### src/rtl/tlu_record_reader.sv
// Assembles 8-word TLU records into trigger ID, timestamp and LE fields, and flags sequence and timestamp breaks.
// A record is output one cycle after its last word. While the output is stalled, one record waits and FIFO_READ stays low.
module tlu_record_reader #(
    parameter int CHECK_SEQ = 1,
    parameter int CHECK_TS  = 1
) (
    input  logic        BUS_CLK,
    input  logic        RST,
    input  logic        ENABLE,
    input  logic        CLEAR,
    output logic        FIFO_READ,
    input  logic        FIFO_EMPTY,
    input  logic [15:0] FIFO_DATA,
    output logic        REC_VALID,
    input  logic        REC_READY,
    output logic [31:0] REC_TRIG_ID,
    output logic [63:0] REC_TIME_STAMP,
    output logic [31:0] REC_LE,
    output logic        REC_SEQ_ERR,
    output logic        REC_TS_ERR,
    output logic [31:0] REC_CNT,
    output logic [7:0]  SEQ_ERR_CNT,
    output logic [7:0]  TS_ERR_CNT
);
    typedef enum logic [1:0] {S_IDLE, S_READ, S_PEND} state_t;

    state_t          state_q, state_d;
    logic [2:0]      wcnt_q, wcnt_d;
    logic            rd, xfer;
    logic [7:0][15:0] asm_q;
    logic [127:0]    rec_w;
    logic            first_q, first_eff, seq_err_w, ts_err_w;
    logic [31:0]     prev_trig_q;
    logic [63:0]     prev_ts_q;
    logic            rec_valid_q, seq_err_q, ts_err_q;
    logic [31:0]     trig_q, le_q, rec_cnt_q;
    logic [63:0]     ts_q;
    logic [7:0]      seq_cnt_q, ts_cnt_q;

    always_ff @(posedge BUS_CLK) begin
        if (RST) begin
            state_q <= S_IDLE;
            wcnt_q  <= 3'd0;
        end else begin
            state_q <= state_d;
            wcnt_q  <= wcnt_d;
        end
    end

    // A record only starts from IDLE, so once started it reads out all 8 words regardless of ENABLE.
    always_comb begin
        state_d = state_q;
        wcnt_d  = wcnt_q;
        rd      = 1'b0;
        xfer    = 1'b0;
        case (state_q)
            S_IDLE: begin
                if (!FIFO_EMPTY && ENABLE) begin
                    rd      = 1'b1;
                    state_d = S_READ;
                end
            end
            S_READ: begin
                rd = 1'b1;
                if (wcnt_q == 3'd7) state_d = S_PEND;
            end
            S_PEND: begin
                if (!rec_valid_q || REC_READY) begin
                    xfer    = 1'b1;
                    state_d = S_IDLE;
                end
            end
            default: state_d = S_IDLE;
        endcase
        if (rd) wcnt_d = wcnt_q + 3'd1;
    end

    assign FIFO_READ = rd & ~RST;

    always_ff @(posedge BUS_CLK) begin
        if (FIFO_READ) asm_q[wcnt_q] <= FIFO_DATA;
    end

    assign rec_w     = asm_q;
    // A CLEAR in the same cycle as a transfer makes that record the new reference.
    assign first_eff = first_q | CLEAR;
    assign seq_err_w = (CHECK_SEQ != 0) && !first_eff && (rec_w[127:96] != prev_trig_q + 32'd1);
    assign ts_err_w  = (CHECK_TS != 0) && !first_eff && (rec_w[95:32] <= prev_ts_q);

    always_ff @(posedge BUS_CLK) begin
        if (RST) begin
            rec_valid_q <= 1'b0;
            trig_q      <= 32'd0;
            ts_q        <= 64'd0;
            le_q        <= 32'd0;
            seq_err_q   <= 1'b0;
            ts_err_q    <= 1'b0;
            prev_trig_q <= 32'd0;
            prev_ts_q   <= 64'd0;
            first_q     <= 1'b1;
            rec_cnt_q   <= 32'd0;
            seq_cnt_q   <= 8'd0;
            ts_cnt_q    <= 8'd0;
        end else begin
            rec_valid_q <= xfer | (rec_valid_q & ~REC_READY);
            if (xfer) begin
                trig_q      <= rec_w[127:96];
                ts_q        <= rec_w[95:32];
                le_q        <= rec_w[31:0];
                seq_err_q   <= seq_err_w;
                ts_err_q    <= ts_err_w;
                prev_trig_q <= rec_w[127:96];
                prev_ts_q   <= rec_w[95:32];
                first_q     <= 1'b0;
            end else if (CLEAR) begin
                first_q <= 1'b1;
            end
            if (CLEAR) begin
                rec_cnt_q <= 32'd0;
                seq_cnt_q <= 8'd0;
                ts_cnt_q  <= 8'd0;
            end else if (xfer) begin
                rec_cnt_q <= rec_cnt_q + 32'd1;
                if (seq_err_w && seq_cnt_q != 8'hFF) seq_cnt_q <= seq_cnt_q + 8'd1;
                if (ts_err_w && ts_cnt_q != 8'hFF) ts_cnt_q <= ts_cnt_q + 8'd1;
            end
        end
    end

    assign REC_VALID      = rec_valid_q;
    assign REC_TRIG_ID    = trig_q;
    assign REC_TIME_STAMP = ts_q;
    assign REC_LE         = le_q;
    assign REC_SEQ_ERR    = seq_err_q;
    assign REC_TS_ERR     = ts_err_q;
    assign REC_CNT        = rec_cnt_q;
    assign SEQ_ERR_CNT    = seq_cnt_q;
    assign TS_ERR_CNT     = ts_cnt_q;
endmodule

### config.mk
export PLATFORM = sky130hd
export DESIGN_NAME = tlu_record_reader
export DESIGN_NICKNAME = d
export VERILOG_FILES = /design/src/rtl/tlu_record_reader.sv
export SDC_FILE = /design/constraint.sdc
export NUM_CORES = 1
export LEC_CHECK = 0
export BUFFER_PORTS_ARGS = -buffer_cell sky130_fd_sc_hd__buf_2
export CAP_MARGIN = 20
export CORE_MARGIN = 3
export CORE_UTILIZATION = 50
export CTS_CLUSTER_DIAMETER = 80
export CTS_CLUSTER_SIZE = 10
export DETAILED_ROUTE_END_ITERATION = 12
export GPL_ROUTABILITY_DRIVEN = 0
export PLACE_DENSITY_LB_ADDON = 0.3
export SKIP_LAST_GASP = 1
export SLEW_MARGIN = 0
export SYNTH_ARGS = -nofsm -noshare
export SYNTH_HDL_FRONTEND = slang
export SYNTH_SLANG_ARGS = --single-unit
### constraint.sdc
create_clock -name BUS_CLK -period 2.8 [get_ports BUS_CLK]
set_input_delay 0 -clock BUS_CLK [delete_from_list [all_inputs] [get_ports BUS_CLK]]
set_output_delay 0 -clock BUS_CLK [all_outputs]
set_load 0.01 [all_outputs]
==> results.yml <==
sta:
  max_freq_ghz: 0.371
  setup_violations: 0
  clock_skew_ns: 0.0120
  finalHoldViolations: 0
  tightest_slew_ns: 0.895
  min_period_over_period_pct: 96.3
  slew_violations: 0
  min_period_ns: 2.70
  setup_slack_ns: 0.104
  slew_headroom_pct: 40.4
critical_path:
  worstReg2RegStart: "REC_TRIG_ID[1]"
  crit_required_ns: 3.20
  endpoint_kind: "register"
  path_class: "register to register"
  crit_start: "REC_TRIG_ID[1]"
  r2r_slack_ns: 0.10
  arrival_ns: 3.10
  startpoint_type: "register"
  cp_max_fo: 8
  r2r_cells: 12
  r2r-end: "SEQ_ERR_CNT[6]"
cells_and_area:
  layout-drive-gt1-share_pct: 21.9
  fin_area_mm2: 0.0170
  fin_nets: 1769
  diodes: 0
  syn_to_final_growth_pct: 24.6
synth:
  synth-main-ff-cell: "dfxtp_1"
  syn_area_per_cell_um2: 9.75
  synth.area.top_cells: "edfxtp_1, dfxtp_1, nand2_1"
  ys_top_cells_by_count: "nand2_1, dfxtp_1, a21oi_1"
  yosysUniqueCellTypes: 62
  synth_top_area_share_pct: 28.1
  syn-num-nets: 1493
  ys_seq_area_share_pct: 55.2
  netlist_area_mm2: 0.0137
  synth.most_common_cell: "nand2_1"
  synthCells: 1401
  synth_top_area_cell: "edfxtp_1"
  synth_seq_cells: 313
  synth_edf_count: 128
  synth-async-reset-ratio_pct: 0
  ys.warnings.count: 0
floorplanning:
  die-area_mm2: 0.0293
  floorplan.initialDensity_pct: 51.7
  io_pins: 202
  rows: 59
  die_h_um: 171
  die_w_um: 171
  fp.coreArea_mm2: 0.0264
global_route:
  grt_use_met2_pct: 41.7
  grt_pass1_vias: 10522
  grt_use_met1_pct: 31.5
  overflow: 0
  grt_max_degree: 135
  track_usage_pct: 24.4
  top_usage_layer: "met2"
  grt_pass1_wl_um: 56100
  antenna_found_initial: 1
  grt_use_met3_pct: 5.13
clock_tree:
  cts_buffers: 37
  clock_latency_ns: 0.52
  cts-root-buf: "clkbuf_16"
  cts_buffer_depth: 3
  clock-sinks: 313
  htree_levels: 2
  clk_pin_slew_worst_paths_ns: 0.06
  cts_tree: "built"
min_path:
  hold_path_depth: 5
  hold_start: "FIFO_EMPTY"
  min_to: "wcnt_q[2]"
  hp-class: "primary input to register"
detailed_routing:
  dr.pass1.iters: 7
  wl_um: 37300
  num_vias: 11241
  avgRoutedWirePerCell_um: 18.3
  drtIter0Drc: 722
  route.detailed.drc: 0
  vias_per_cell: 5.52
  antenna_left: 0
place:
  dp_hpwl_um: 24200
  post-place-ws_ns: -0.0487
  placed_area_mm2: 0.0154
  portBuffers: 201
pwr:
  peakVddDrop_mv: 0.534
  p_per_area_mw_per_mm2: 546
  cellLeakagePower_uw: 0.00641
job:
  maxCapViolCount: 0
outcome:
  outcome: "completed"
==> through the flow <==
step           instances  setup TNS (ns)  utilization, %  total power, µW  hold slack (ns)
3_5_place_dp        1936          -0.130            58.1             5070            0.325
6_report            2038               0            64.4             9300            0.211
3_3_place_gp        1936         -0.0344            58.1             5060            0.309
4_1_cts             2022               0            63.0             9380            0.197
2_1_floorplan       1401               0               -             4950           0.0989
5_1_grt             2038          -0.256            64.4             9590            0.250
==> critical path: stages, from the launching register on <==
cell       delay [ns]
dfxtp_2          0.36
ha_4             0.15
nand4_1          0.17
buf_6            0.19
nor3_4           0.19
nand4_1          0.21
buf_4            0.20
o31ai_4          0.17
o2111ai_2        0.17
nor4_4           0.34
buf_6            0.17
nor3b_1          0.05
o221a_1          0.21
==> how the worst max path moves through the flow <==
stage,end,slack (ns),cells past startpoint
2_1_floorplan,SEQ_ERR_CNT[6],0.005,11
3_3_place_gp,SEQ_ERR_CNT[5],-0.01,10
6_report,SEQ_ERR_CNT[6],0.10,12
4_1_cts,SEQ_ERR_CNT[2],0.001,10
3_5_place_dp,SEQ_ERR_CNT[3],-0.05,10
5_1_grt,SEQ_ERR_CNT[2],-0.06,12
==> cell families after synthesis <==
logic type | count (synthesis) | synth area share (%)
compound gates | 255 | 11.0
buf+inv | 136 | 3.86
fa+ha+maj | 70 | 6.41
simple gates | 548 | 18.3
xor+xnor | 67 | 4.30
flops | 313 | 55.2
mux | 12 | 0.907
==> final cells by class <==
class                      count  area (µm²)
multi-input combinational    952        5850
tap                          335         419
clock inverter                 2        25.0
clock buffer                  63        1040
timing repair buffer         300        1850
fill                        2109        9410
sequential                   313        7570
inverter                      73         274
==> state kept, by name, summed over array words and instances (netlist names) <==
name	count
TS_ERR_CNT	8
REC_TS_ERR	1
REC_LE	32
REC_TRIG_ID	32
SEQ_ERR_CNT	8
REC_TIME_STAMP	64
REC_VALID	1
state_q	2
REC_SEQ_ERR	1
wcnt_q	3
asm_q	128
REC_CNT	32
first_q	1
==> report_power, final <==
part	switching [µW]	internal (µW)
registers	13.1	4770
clock network	1780	2530
logic	150	50.8
total	1950	7350
==> layer usage <==
metal / wire length, µm / part of all wire, %
met2: 18100 / 48
met1: 15500 / 42
met5: 0 / 0
met3: 2730 / 7.3
met4: 971 / 2.6
==> repair_timing <==
item                                    4_1_cts  5_1_grt
endpoints found under the hold margin       147        0
gates cloned                                  0        1
pin swaps                                     1       26
endpoints found under the setup margin        8       17
hold buffers                                 20        0
resized for setup                             3       51
setup buffers                                 1       15
==> layout by cell type, fill, tap and decap left out, types with 7 or more instances in the layout <==
cell	instances
nand2_1	318
buf_2	200
dfxtp_1	175
a21oi_1	169
edfxtp_1	128
inv_1	73
buf_4	73
ha_1	66
nor2_1	58
clkbuf_16	38
nand3_1	33
nand4_1	32
xor2_1	32
xnor2_1	32
clkbuf_1	25
o21ai_0	21
dlygate4sd3_1	20
a21o_1	15
and3_1	12
nor3_1	12
and4_1	12
nand2b_1	9
mux2i_1	9
nor2b_1	8
or3_1	8
dfxtp_2	7
or4_1	7
Note: power is estimated with default switching activity, not from simulation.
